File: src/rtl/vga_timing_gen_if.sv
// Raster timing bundle from the timing generator to the sprite/tile renderers.
// Every signal is flop-driven by the generator; consumers only sample.
interface vga_timing_gen_if;
  logic [9:0]  DrawX;
  logic [9:0]  DrawY;
  logic        blank;
  logic        hs;
  logic        vs;
  logic        line_start;
  logic        frame_start;
  logic [15:0] frame_count;

  modport master (
    output DrawX, DrawY, blank, hs, vs, line_start, frame_start, frame_count
  );

  modport slave (
    input DrawX, DrawY, blank, hs, vs, line_start, frame_start, frame_count
  );
endinterface

File: src/rtl/vga_timing_gen.sv
// VGA raster timing: free-running X/Y counters with registered decodes aligned to the coordinates;
// hs/vs trail by SYNC_DELAY cycles. Free-running, no backpressure.
module vga_timing_gen #(
  parameter int H_VISIBLE  = 640,
  parameter int H_FRONT    = 16,
  parameter int H_SYNC     = 96,
  parameter int H_BACK     = 48,
  parameter int V_VISIBLE  = 480,
  parameter int V_FRONT    = 10,
  parameter int V_SYNC     = 2,
  parameter int V_BACK     = 33,
  parameter int SYNC_DELAY = 1
) (
  input  logic             vga_clk,
  input  logic             reset,
  vga_timing_gen_if.master vid
);

  localparam int H_TOTAL = H_VISIBLE + H_FRONT + H_SYNC + H_BACK;
  localparam int V_TOTAL = V_VISIBLE + V_FRONT + V_SYNC + V_BACK;

  generate
    if (H_TOTAL > 1024 || V_TOTAL > 1024) begin : g_total_chk
      $error("vga_timing_gen: H_TOTAL and V_TOTAL must not exceed 1024");
    end
    if (SYNC_DELAY < 0 || SYNC_DELAY > 3) begin : g_delay_chk
      $error("vga_timing_gen: SYNC_DELAY must be in 0..3");
    end
  endgenerate

  // Thresholds are 11 bits so a 1024-wide visible region still compares correctly.
  localparam logic [9:0]  H_LAST = 10'(H_TOTAL - 1);
  localparam logic [9:0]  V_LAST = 10'(V_TOTAL - 1);
  localparam logic [10:0] H_VIS  = 11'(H_VISIBLE);
  localparam logic [10:0] HS_BEG = 11'(H_VISIBLE + H_FRONT);
  localparam logic [10:0] HS_END = 11'(H_VISIBLE + H_FRONT + H_SYNC);
  localparam logic [10:0] V_VIS  = 11'(V_VISIBLE);
  localparam logic [10:0] VS_BEG = 11'(V_VISIBLE + V_FRONT);
  localparam logic [10:0] VS_END = 11'(V_VISIBLE + V_FRONT + V_SYNC);

  logic [9:0]  x_q;
  logic [9:0]  y_q;
  logic [9:0]  x_nxt;
  logic [9:0]  y_nxt;
  logic [10:0] x_ext;
  logic [10:0] y_ext;
  logic        fs_nxt;
  logic        blank_q;
  logic        ls_q;
  logic        fs_q;
  logic        hs_raw_q;
  logic        vs_raw_q;
  logic [15:0] fc_q;

  always_comb begin
    x_nxt = x_q + 10'd1;
    y_nxt = y_q;
    if (x_q == H_LAST) begin
      x_nxt = '0;
      y_nxt = (y_q == V_LAST) ? 10'd0 : y_q + 10'd1;
    end
    x_ext  = {1'b0, x_nxt};
    y_ext  = {1'b0, y_nxt};
    fs_nxt = (x_nxt == 10'd0) && (y_nxt == 10'd0);
  end

  // Decodes use the next-state coordinates so they land in the same cycle as DrawX/DrawY.
  always_ff @(posedge vga_clk or posedge reset) begin
    if (reset) begin
      x_q      <= H_LAST;
      y_q      <= V_LAST;
      blank_q  <= 1'b0;
      ls_q     <= 1'b0;
      fs_q     <= 1'b0;
      hs_raw_q <= 1'b1;
      vs_raw_q <= 1'b1;
      fc_q     <= 16'hFFFF;
    end else begin
      x_q      <= x_nxt;
      y_q      <= y_nxt;
      blank_q  <= (x_ext < H_VIS) && (y_ext < V_VIS);
      ls_q     <= (x_nxt == 10'd0);
      fs_q     <= fs_nxt;
      hs_raw_q <= !((x_ext >= HS_BEG) && (x_ext < HS_END));
      vs_raw_q <= !((y_ext >= VS_BEG) && (y_ext < VS_END));
      fc_q     <= fs_nxt ? fc_q + 16'd1 : fc_q;
    end
  end

  assign vid.DrawX       = x_q;
  assign vid.DrawY       = y_q;
  assign vid.blank       = blank_q;
  assign vid.line_start  = ls_q;
  assign vid.frame_start = fs_q;
  assign vid.frame_count = fc_q;

  generate
    if (SYNC_DELAY == 0) begin : g_nodly
      assign vid.hs = hs_raw_q;
      assign vid.vs = vs_raw_q;
    end else begin : g_dly
      logic [SYNC_DELAY-1:0] hs_dly;
      logic [SYNC_DELAY-1:0] vs_dly;

      always_ff @(posedge vga_clk or posedge reset) begin
        if (reset) begin
          hs_dly <= '1;
          vs_dly <= '1;
        end else begin
          hs_dly <= SYNC_DELAY'({hs_dly, hs_raw_q});
          vs_dly <= SYNC_DELAY'({vs_dly, vs_raw_q});
        end
      end

      assign vid.hs = hs_dly[SYNC_DELAY-1];
      assign vid.vs = vs_dly[SYNC_DELAY-1];
    end
  endgenerate

endmodule

File: src/flat_wrapper.sv
// flat-port wrapper written by rule: the top's interface ports become plain ports
module vga_timing_gen_flat 
#(
  parameter int H_VISIBLE  = 640,
  parameter int H_FRONT    = 16,
  parameter int H_SYNC     = 96,
  parameter int H_BACK     = 48,
  parameter int V_VISIBLE  = 480,
  parameter int V_FRONT    = 10,
  parameter int V_SYNC     = 2,
  parameter int V_BACK     = 33,
  parameter int SYNC_DELAY = 1
)
  (vga_clk, reset, vid_DrawX, vid_DrawY, vid_blank, vid_hs, vid_vs, vid_line_start, vid_frame_start, vid_frame_count);
  vga_timing_gen_if vid_i ();
  input  logic vga_clk;
  input  logic reset;
  output wire logic [$bits(vid_i.DrawX)-1:0] vid_DrawX;
  output wire logic [$bits(vid_i.DrawY)-1:0] vid_DrawY;
  output wire logic [$bits(vid_i.blank)-1:0] vid_blank;
  output wire logic [$bits(vid_i.hs)-1:0] vid_hs;
  output wire logic [$bits(vid_i.vs)-1:0] vid_vs;
  output wire logic [$bits(vid_i.line_start)-1:0] vid_line_start;
  output wire logic [$bits(vid_i.frame_start)-1:0] vid_frame_start;
  output wire logic [$bits(vid_i.frame_count)-1:0] vid_frame_count;
  assign vid_DrawX = vid_i.DrawX;
  assign vid_DrawY = vid_i.DrawY;
  assign vid_blank = vid_i.blank;
  assign vid_hs = vid_i.hs;
  assign vid_vs = vid_i.vs;
  assign vid_line_start = vid_i.line_start;
  assign vid_frame_start = vid_i.frame_start;
  assign vid_frame_count = vid_i.frame_count;
  vga_timing_gen #(.H_VISIBLE(H_VISIBLE), .H_FRONT(H_FRONT), .H_SYNC(H_SYNC), .H_BACK(H_BACK), .V_VISIBLE(V_VISIBLE), .V_FRONT(V_FRONT), .V_SYNC(V_SYNC), .V_BACK(V_BACK), .SYNC_DELAY(SYNC_DELAY)) u_core (.vga_clk(vga_clk), .reset(reset), .vid(vid_i));
endmodule
File: config.mk
export PLATFORM = sky130hd
export DESIGN_NAME = vga_timing_gen_flat
export DESIGN_NICKNAME = d
export VERILOG_FILES = /design/src/rtl/vga_timing_gen_if.sv /design/src/rtl/vga_timing_gen.sv /design/src/flat_wrapper.sv
export SDC_FILE = /design/constraint.sdc
export NUM_CORES = 1
export LEC_CHECK = 0
export BUFFER_PORTS_ARGS = -buffer_cell sky130_fd_sc_hd__buf_4
export CAP_MARGIN = 15
export CORE_ASPECT_RATIO = 1.2
export CORE_UTILIZATION = 50
export CTS_BUF_LIST = sky130_fd_sc_hd__clkbuf_4
export DETAILED_ROUTE_END_ITERATION = 10
export GPL_ROUTABILITY_DRIVEN = 0
export PLACE_DENSITY = 0.74
export SLEW_MARGIN = 5
export SYNTH_ARGS = -nofsm -noshare
export SYNTH_HDL_FRONTEND = slang
export SYNTH_SLANG_ARGS = --single-unit
File: constraint.sdc
create_clock -name vga_clk -period 5.5 [get_ports vga_clk]
set_input_delay 0.275 -clock vga_clk [delete_from_list [all_inputs] [get_ports vga_clk]]
set_output_delay 0.275 -clock vga_clk [all_outputs]
set_load 0.01 [all_outputs]
==> results.toml, run 1 <==
[die]
rows = 27
coreArea_mm2 = 0.00466
start_util_pct = 52.5
die_w_um = 65.9
die_y_um = 78.7
io_pins = 43
die_area_mm2 = 0.00519

[yosys]
yosysUniqueCellTypes = 50
syn_nets = 249
yosysWarnings = 0
synth_seq_cells = 43
synth_async_sr_flop_share_pct = 100
syn_inst = 243
synth_area_leaders = "dfstp_2 (32%), dfrtp_1 (13%), xnor2_1 (6.4%)"
syn_area_mm2 = 0.00245
yosysTopAreaCell = "dfstp_2"
yosysTopAreaCellShare_pct = 32.2
synth_edf_count = 0
ys.flop_type = "dfstp_2"
synth-seq-area-share_pct = 45.5
postSynthAreaPerCell_um2 = 10.1

[clock_network]
numCtsBuffers = 5
cts_sinks = 43
cts_tree = "done"
cts_max_path_buffers = 2
clockRootBuffer = "clkbuf_4"
htreeDepth = 2
cts_setup_buffers = 0
clk_pin_slew_ps = 140
cts_resized = 0
worstSkewPairLatency_ps = 360
holdBufCountCts = 0

[setup_path]
cp_top_family = "simple AND/OR/NAND/NOR gates"
cpPeakStageDelay_ps = 700
required_ps = 5790
cp-endpoint = "u_core.vid.frame_count[1]"
r2r-start = "u_core.vid.DrawX[0]"
endpoint_kind = "flip-flop"
crit_arrival_ps = 3670
r2r-end = "u_core.vid.frame_count[1]"
crit_buf_inv = 0
startpoint = "u_core.vid.DrawX[0]"
r2r_slack_ps = 2110
crit_cells = 8
reg2reg_depth = 8
cp_max_fo = 15
slowest_stage = "and4_1"
startpoint_type = "flip-flop"
path_class = "flip-flop to flip-flop"
crit_chain = "ha_1, nand4_1, or3_1, o31a_1, nor3_1, and4_1, nand2_2, mux2_4"

[drt]
drt-vias-per-instance = 5.71
drt-wirelength-per-cell_um = 15.1
drt-pass1-iter-count = 4
drt_iter0_drc = 124
vias = 1946
drt-total-wl_um = 5140
drc = 0
ant_nets = 0

[sta]
setup_violations = 0
period_needed_ps = 3390
rsz0062_at_grt = "false"
hold_viol_final = 0
whs_ps = 18.2
fin_worst_skew_ps = 23.0
tns_ps = 0
worst_pin_slew_ps = 732
slew_violations = 0
max-slew-margin-rel_pct = 51.2
max_freq_ghz = 0.295
period_share_pct = 61.6

[cells_and_area]
antenna_cells = 0
drive_gt1_share_pct = 36.0
final_cells = 341
areaGrowthSynthToFinish_pct = 16.0
largest_register_ffs = 16
fin_area_mm2 = 0.00284
final_nets = 288
layout_common_cells = "buf_4 (44), dfstp_2 (30), xnor2_1 (18)"
layout_commonest_cell = "buf_4"

[min_path]
worstHoldPathType = "input pin to async pin"

[grt]
grt_overflow = 0
grt_max_degree = 44
antenna_found_initial = 0
grt_first_pass_wirelength_um = 8490
first_global_vias = 1804
grt.total_usage_pct = 21.4

[pwr]
power.leakage_nw = 1.15
p_per_area_mw_per_mm2 = 182
ir_worst_vdd_v = 0.000141

[place]
hpwl_um = 3790
place_area_mm2 = 0.00277
dp.cells = 333
port_buffers = 42

[run]
drv_cap = 0

[run_status]
status = "complete, no violations"
==> final cells by class <==
| class | count | area, µm² |
|---|---|---|
| Clock buffer | 5 | 37.5 |
| Clock inverter | 3 | 38.8 |
| Fill cell | 416 | 1820 |
| Inverter | 12 | 45.0 |
| Multi-Input combinational cell | 176 | 1200 |
| Sequential cell | 43 | 1110 |
| Tap cell | 58 | 72.6 |
| Timing Repair Buffer | 44 | 330 |
==> worst register-to-register path, stage by stage, from the launching register on <==
cell and delay [ps]:
dfstp_2 580, ha_1 250, nand4_1 210, or3_1 550
o31a_1 350, nor3_1 180, and4_1 700, nand2_2 180
mux2_4 330
==> where the power goes <==
group | internal [W] | total, W | switching [W] | leakage, nW
Combinational | 0.000000965 | 0.00000669 | 0.00000572 | 0.627
Sequential | 0.000317 | 0.000317 | 0 | 0.482
Clock | 0.0000936 | 0.000193 | 0.0000997 | 0.0426
==> worst min-delay path by stage <==
stage / startpoint / end / slack, ps / cells past startpoint
2_1_floorplan: u_core.hs_raw_q / u_core.vid.hs / 350 / 0
3_3_place_gp: u_core.vs_raw_q / u_core.vid.vs / 350 / 0
3_5_place_dp: u_core.hs_raw_q / u_core.vid.hs / 350 / 0
4_1_cts: reset / u_core.vid.frame_start / 30 / 3
5_1_grt: reset / u_core.vid.frame_start / 50 / 3
6_report: reset / u_core.vid.frame_start / 20 / 3
==> per-stage QoR <==
stage	power, W	setup slack, ps	utilization, %
after floorplan	0.000327	2790	-
after global placement	0.000330	2260	59.3
after detailed placement	0.000330	2140	59.3
after CTS	0.000526	2130	61.0
after global routing	0.000544	1990	61.0
final	0.000517	2110	61.0
==> metal layers <==
metal / global-route usage, % / routed length (µm)
met4: 6.09 / 41
met5: 0 / 0
met2: 35.7 / 2630
met1: 27.8 / 2240
met3: 3.92 / 223
==> kinds of logic (layout without fill, tap and decap cells) <==
logic type,Yosys count,after routing,synth area share [%]
multiplexers,2,2,1.07
adder cells (fa/ha/maj),4,4,2.04
AND/OR/NAND/NOR,118,118,29.2
buffers and inverters,24,64,5.41
AO/OA/AOI/OAI,30,30,8.99
flip-flops,43,43,45.5
XOR/XNOR,22,22,7.86
==> synth_stat cells (all sizes together) (6+ instances only) <==
library cell,count
and3,11
buf,6
clkbuf,6
dfrtp,13
dfstp,30
inv,12
nand2,15
nand3,24
nand4,11
nor2,14
nor3,11
o21ai,8
or2,6
or3,6
xnor2,18
(Power assumes the default switching activity.)
==> run 2: changes to the inputs <==
PLACE_DENSITY = 0.76   (was 0.74)
clock period = 2.9 ns   (was 5.5 ns; I/O delays follow)
==> run 2 against run 1 <==
  * Core utilization rose by 3.0 points
  * Final area up 4.9%
  * Worst hold slack improved by 330 ps
  * Clock skew decreased by 10 ps
  * Sequential share of layout area down 1.8 points
  * Die area did not move
  * Worst setup slack worse by 2000 ps
  * Sequential power up 90%
==> results.toml, run 2 (synthesized netlist as in run 1, its figures left out) <==
[run_status]
status = "complete, no violations"

[sta]
setup_violations = 0
period_needed_ps = 2800
period_share_pct = 96.4
worst_pin_slew_ps = 492
tns_ps = 0
max-slew-margin-rel_pct = 67.2
rsz0062_at_grt = "false"
max_freq_ghz = 0.358
fin_worst_skew_ps = 12.9
slew_violations = 0
hold_viol_final = 0

[place]
port_buffers = 42
dp.cells = 346
hpwl_um = 4030

[cells_and_area]
final_cells = 356
antenna_cells = 0
layout_commonest_cell = "buf_4"
layout_common_cells = "buf_4 (56), dfstp_2 (30), xnor2_1 (18)"
largest_register_ffs = 16
fillers = 410
final_nets = 303
areaGrowthSynthToFinish_pct = 21.7
drive_gt1_share_pct = 39.9

[die]
rows = 27
coreArea_mm2 = 0.00466
io_pins = 43
die_y_um = 78.7
die_area_mm2 = 0.00519
start_util_pct = 52.5
die_w_um = 65.9

[setup_path]
crit_chain = "ha_1, nand4_1, or3_4, o31a_1, nor3_1, and4_1, buf_12, nand2_2, mux2_4"
r2r-start = "u_core.vid.DrawX[0]"
required_ps = 3210
cp_max_fo = 15
r2r-end = "u_core.vid.frame_count[1]"
slowest_stage = "dfstp_2"
cp-endpoint = "u_core.vid.frame_count[1]"
crit_arrival_ps = 3100
endpoint_kind = "flip-flop"
startpoint_type = "flip-flop"
path_class = "flip-flop to flip-flop"
reg2reg_depth = 9
r2r_slack_ps = 100
startpoint = "u_core.vid.DrawX[0]"
cpPeakStageDelay_ps = 590

[grt]
first_global_vias = 2006
grt_first_pass_wirelength_um = 8780
grt_overflow = 0
grt.total_usage_pct = 21.9
antenna_found_initial = 0
grt_max_degree = 28

[drt]
ant_nets = 0
drt-total-wl_um = 5360
drt-wirelength-per-cell_um = 15.0
drt-vias-per-instance = 5.74
vias = 2042
drc = 0
drt-pass1-iter-count = 4
drt_iter0_drc = 109

[clock_network]
cts_tree = "done"
numCtsBuffers = 5
htreeDepth = 2
worstSkewPairLatency_ps = 360
clockRootBuffer = "clkbuf_4"
clk_pin_slew_ps = 130
cts_max_path_buffers = 2
cts_sinks = 43

[pwr]
p_per_area_mw_per_mm2 = 308
power.leakage_nw = 1.23
ir_worst_vdd_v = 0.000238

[min_path]
worstHoldPathType = "input pin to async pin"

[run]
drv_cap = 0
-- run 2: cell count changes in the layout (fill, tap and decap cells not counted), sizes merged --
cell / delta
buf: +14
bufinv: -1
clkbuf: +1
clkinv: -1
clkinvlp: +1
dlygate4sd3: +1
-- run 2: per-stage QoR --
step	instance area [µm²]	utilization (%)	worst slack, ps	hold WS [ps]	total power (W)
floorplan	2450	-	186	345	0.000620
global placement	2880	61.7	105	346	0.000626
detailed placement	2880	61.7	71.3	349	0.000627
CTS	2930	62.9	69.3	44.3	0.000925
global route	2980	64.0	6.69	374	0.000961
finish	2980	64.0	103	350	0.000919
-- run 2: layout make-up --
class / count / area [µm²] / area share, %
Multi-Input combinational cell: 176 / 1210 / 40.7
Tap cell: 58 / 72.6 / 2.43
Clock buffer: 6 / 45.0 / 1.51
Sequential cell: 43 / 1110 / 37.3
Clock inverter: 2 / 12.5 / 0.420
Timing Repair Buffer: 59 / 478 / 16.0
Inverter: 12 / 45.0 / 1.51
-- run 2: worst max-delay path: cells and delay by family, from the launching register on --
kind	cells	cell delay, ps
compound gates	1	310
fa+ha+maj	1	180
mux	1	310
buf+inv	1	160
flops	1	590
simple gates	5	1200
-- run 2: per-layer routing --
metal / vias to the layer above / global-route usage, % / part of all wire [%]
met5: - / 0 / 0
met2: 63 / 39.3 / 52
met1: 978 / 23.9 / 41
met3: 14 / 5.23 / 4.7
li1: 987 / - / -
met4: 0 / 9.57 / 2.3
-- run 2: timing repair --
item | in CTS | in global routing
resized for setup | 0 | 2
hold endpoints to repair | 0 | 4
hold buffers | 0 | 1
endpoints found under the setup margin | 0 | 2
buffers inserted | 0 | 0
-- run 2: power by group --
| group | switching, W | leakage, nW | internal [W] | total, W |
|---|---|---|---|---|
| Combinational | 0.0000127 | 0.713 | 0.00000728 | 0.0000199 |
| Sequential | 0 | 0.482 | 0.000602 | 0.000602 |
| Clock | 0.000194 | 0.0317 | 0.000103 | 0.000297 |
| Total | 0.000207 | 1.23 | 0.000712 | 0.000919 |
-- run 2: how the worst min path moves through the flow --
stage	endpoint	slack, ps	depth (start not counted)
2_1_floorplan	u_core.vid.hs	350	0
3_3_place_gp	u_core.vid.vs	350	0
3_5_place_dp	u_core.vid.vs	350	0
4_1_cts	u_core.vid.blank	40	2
5_1_grt	u_core.vid.blank	370	3
6_report	u_core.vid.blank	350	3
==> run 3: changes to the inputs <==
ABC_AREA = 1   (was unset)
==> run 3 against run 2 <==
  * Clock-buffer cell count shrank 1
  * Critical path type unchanged
  * Core utilization shrank 3.4 points
  * Global-route usage grew 0.43 points
==> results.toml, run 3 <==
[yosys]
syn_inst = 324
synth-seq-area-share_pct = 44.0
synth_area_leaders = "dfstp_2 (31%), nand2_1 (15%), dfrtp_1 (13%)"
synth_seq_cells = 43
yosysTopAreaCellShare_pct = 31.2
syn_area_mm2 = 0.00253
postSynthAreaPerCell_um2 = 7.81
synth_async_sr_flop_share_pct = 100
ys.flop_type = "dfstp_2"
synth_edf_count = 0
yosysUniqueCellTypes = 26
yosysTopAreaCell = "dfstp_2"
yosysWarnings = 0
synth_common_cells = "nand2_1 (104), inv_1 (44), nor2_1 (31)"
synth_most_common_cell = "nand2_1"
syn_nets = 330

[sta]
max_freq_ghz = 0.410
slew_violations = 0
tns_ps = 0
max-slew-margin-rel_pct = 65.1
worst_pin_slew_ps = 524
period_needed_ps = 2440
rsz0062_at_grt = "false"
setup_violations = 0
period_share_pct = 84.1
whs_ps = 349
hold_viol_final = 0
fin_worst_skew_ps = 21.1

[die]
rows = 28
die_area_mm2 = 0.00535
die_w_um = 66.9
coreArea_mm2 = 0.00490
die_y_um = 79.9
io_pins = 43
start_util_pct = 51.6

[drt]
ant_nets = 0
drt-total-wl_um = 5340
drt_iter0_drc = 77
vias = 2188
drt-vias-per-instance = 5.04
drt-pass1-iter-count = 5
drc = 0
drt-wirelength-per-cell_um = 12.3

[setup_path]
reg2reg_depth = 12
path_class = "flip-flop to flip-flop"
endpoint_kind = "flip-flop"
cpMostUsedCell = "nand2_1"
cp_max_fo = 17
slowest_stage = "dfstp_2"
crit_chain = "ha_1, nand2_2, nor2_8, nand3_4, nand2_1, inv_1, nor2_1, nand3_2, nor2_4, nand3_4, nand2_1, nand2_1"
startpoint_type = "flip-flop"
r2r-start = "u_core.vid.DrawX[0]"
r2r_slack_ps = 460
crit_arrival_ps = 2740
r2r-end = "u_core.vid.frame_count[7]"
required_ps = 3200
cpPeakStageDelay_ps = 570

[place]
hpwl_um = 3980
port_buffers = 42

[min_path]
min_to = "u_core.vid.hs"
worstHoldPathType = "flip-flop to flip-flop"
holdPathStages = 0
worstHoldStart = "u_core.hs_raw_q"

[clock_network]
clockRootBuffer = "clkbuf_4"
htreeDepth = 2
cts_max_path_buffers = 2
clk_pin_slew_ps = 140
numCtsBuffers = 5
worstSkewPairLatency_ps = 370
cts_resized = 0
cts_sinks = 43
cts_tree = "done"

[cells_and_area]
areaGrowthSynthToFinish_pct = 17.3
drive_gt1_share_pct = 27.3
finish.utilization_pct = 60.5
antenna_cells = 0
layout_commonest_cell = "nand2_1"
final_nets = 379
layout_common_cells = "nand2_1 (104), buf_4 (46), inv_1 (44)"
largest_register_ffs = 16
fillers = 462

[run]
drv_cap = 0

[grt]
grt_max_degree = 44
first_global_vias = 2053
antenna_found_initial = 0
grt.total_usage_pct = 22.4
grt_first_pass_wirelength_um = 9110
grt_overflow = 0

[pwr]
power.leakage_nw = 1.59
p_per_area_mw_per_mm2 = 305
ir_worst_vdd_v = 0.000218

[run_status]
status = "complete, no violations"
-- run 3: worst max-delay path: cells and delay by family (launching register included) --
| family | cells | cell delay (ps) |
|---|---|---|
| DFF | 1 | 570 |
| buffers and inverters | 1 | 40 |
| and+or+nand+nor | 10 | 1600 |
| adders and majority gates | 1 | 180 |
-- run 3: logic make-up (layout without fill, tap and decap cells) --
group                      after synthesis  after routing  share of synthesized area, %
xor gates and xnor gates                14             14                          4.85
buffers and inverters                   51            101                          8.61
and+or+nand+nor                        207            207                          39.3
adders and majority gates                4              4                          1.98
AOI/OAI and AO/OA                        5              5                          1.29
DFF                                     43             43                          44.0
-- run 3: report_power, final --
part / total, W / internal, W / switching, W
Clock: 0.000289 / 0.0000891 / 0.000200
Sequential: 0.000602 / 0.000602 / 0
Combinational: 0.0000139 / 0.00000270 / 0.0000112
-- run 3: metal layers --
layer / routed length (µm) / track usage, %
met4: 66 / 7.66
met1: 2510 / 29.8
met2: 2580 / 36.5
met3: 174 / 3.43
met5: 0 / 0
-- run 3: worst max-delay path by stage --
stage                                   start                          to  slack [ps]  cells after the start
final                     u_core.vid.DrawX[0]   u_core.vid.frame_count[7]         460                     12
after CTS                 u_core.vid.DrawX[0]   u_core.vid.frame_count[2]         450                     12
after detailed placement  u_core.vid.DrawX[0]  u_core.vid.frame_count[10]         450                     12
after global placement    u_core.vid.DrawX[0]  u_core.vid.frame_count[15]         510                     12
after global routing      u_core.vid.DrawX[0]   u_core.vid.frame_count[2]         200                     14
after floorplan           u_core.vid.DrawX[0]  u_core.vid.frame_count[10]         730                     14
-- run 3: metrics by stage --
| step | instances | worst slack, ps | cell area [µm²] | total power (W) |
|---|---|---|---|---|
| 4_1_cts | 434 | 455 | 2970 | 0.000918 |
| 3_5_place_dp | 425 | 447 | 2910 | 0.000625 |
| 2_1_floorplan | 324 | 729 | 2530 | 0.000620 |
| 3_3_place_gp | 425 | 508 | 2910 | 0.000625 |
| 5_1_grt | 434 | 203 | 2970 | 0.000942 |
| 6_report | 434 | 460 | 2970 | 0.000905 |
-- run 3: timing repair --
action | in CTS | in global routing
endpoints found under the hold margin | 13 | 0
buffers inserted | 0 | 0
hold buffers | 1 | 0
-- run 3: cell type report --
cell class / count / area [µm²] / area share (%)
sequential: 43 / 1110 / 37.5
timing repair buffer: 47 / 355 / 12.0
inverter: 46 / 173 / 5.82
tap: 60 / 75.1 / 2.53
multi-input combinational: 230 / 1200 / 40.4
clock buffer: 5 / 37.5 / 1.26
clock inverter: 3 / 15.0 / 0.506
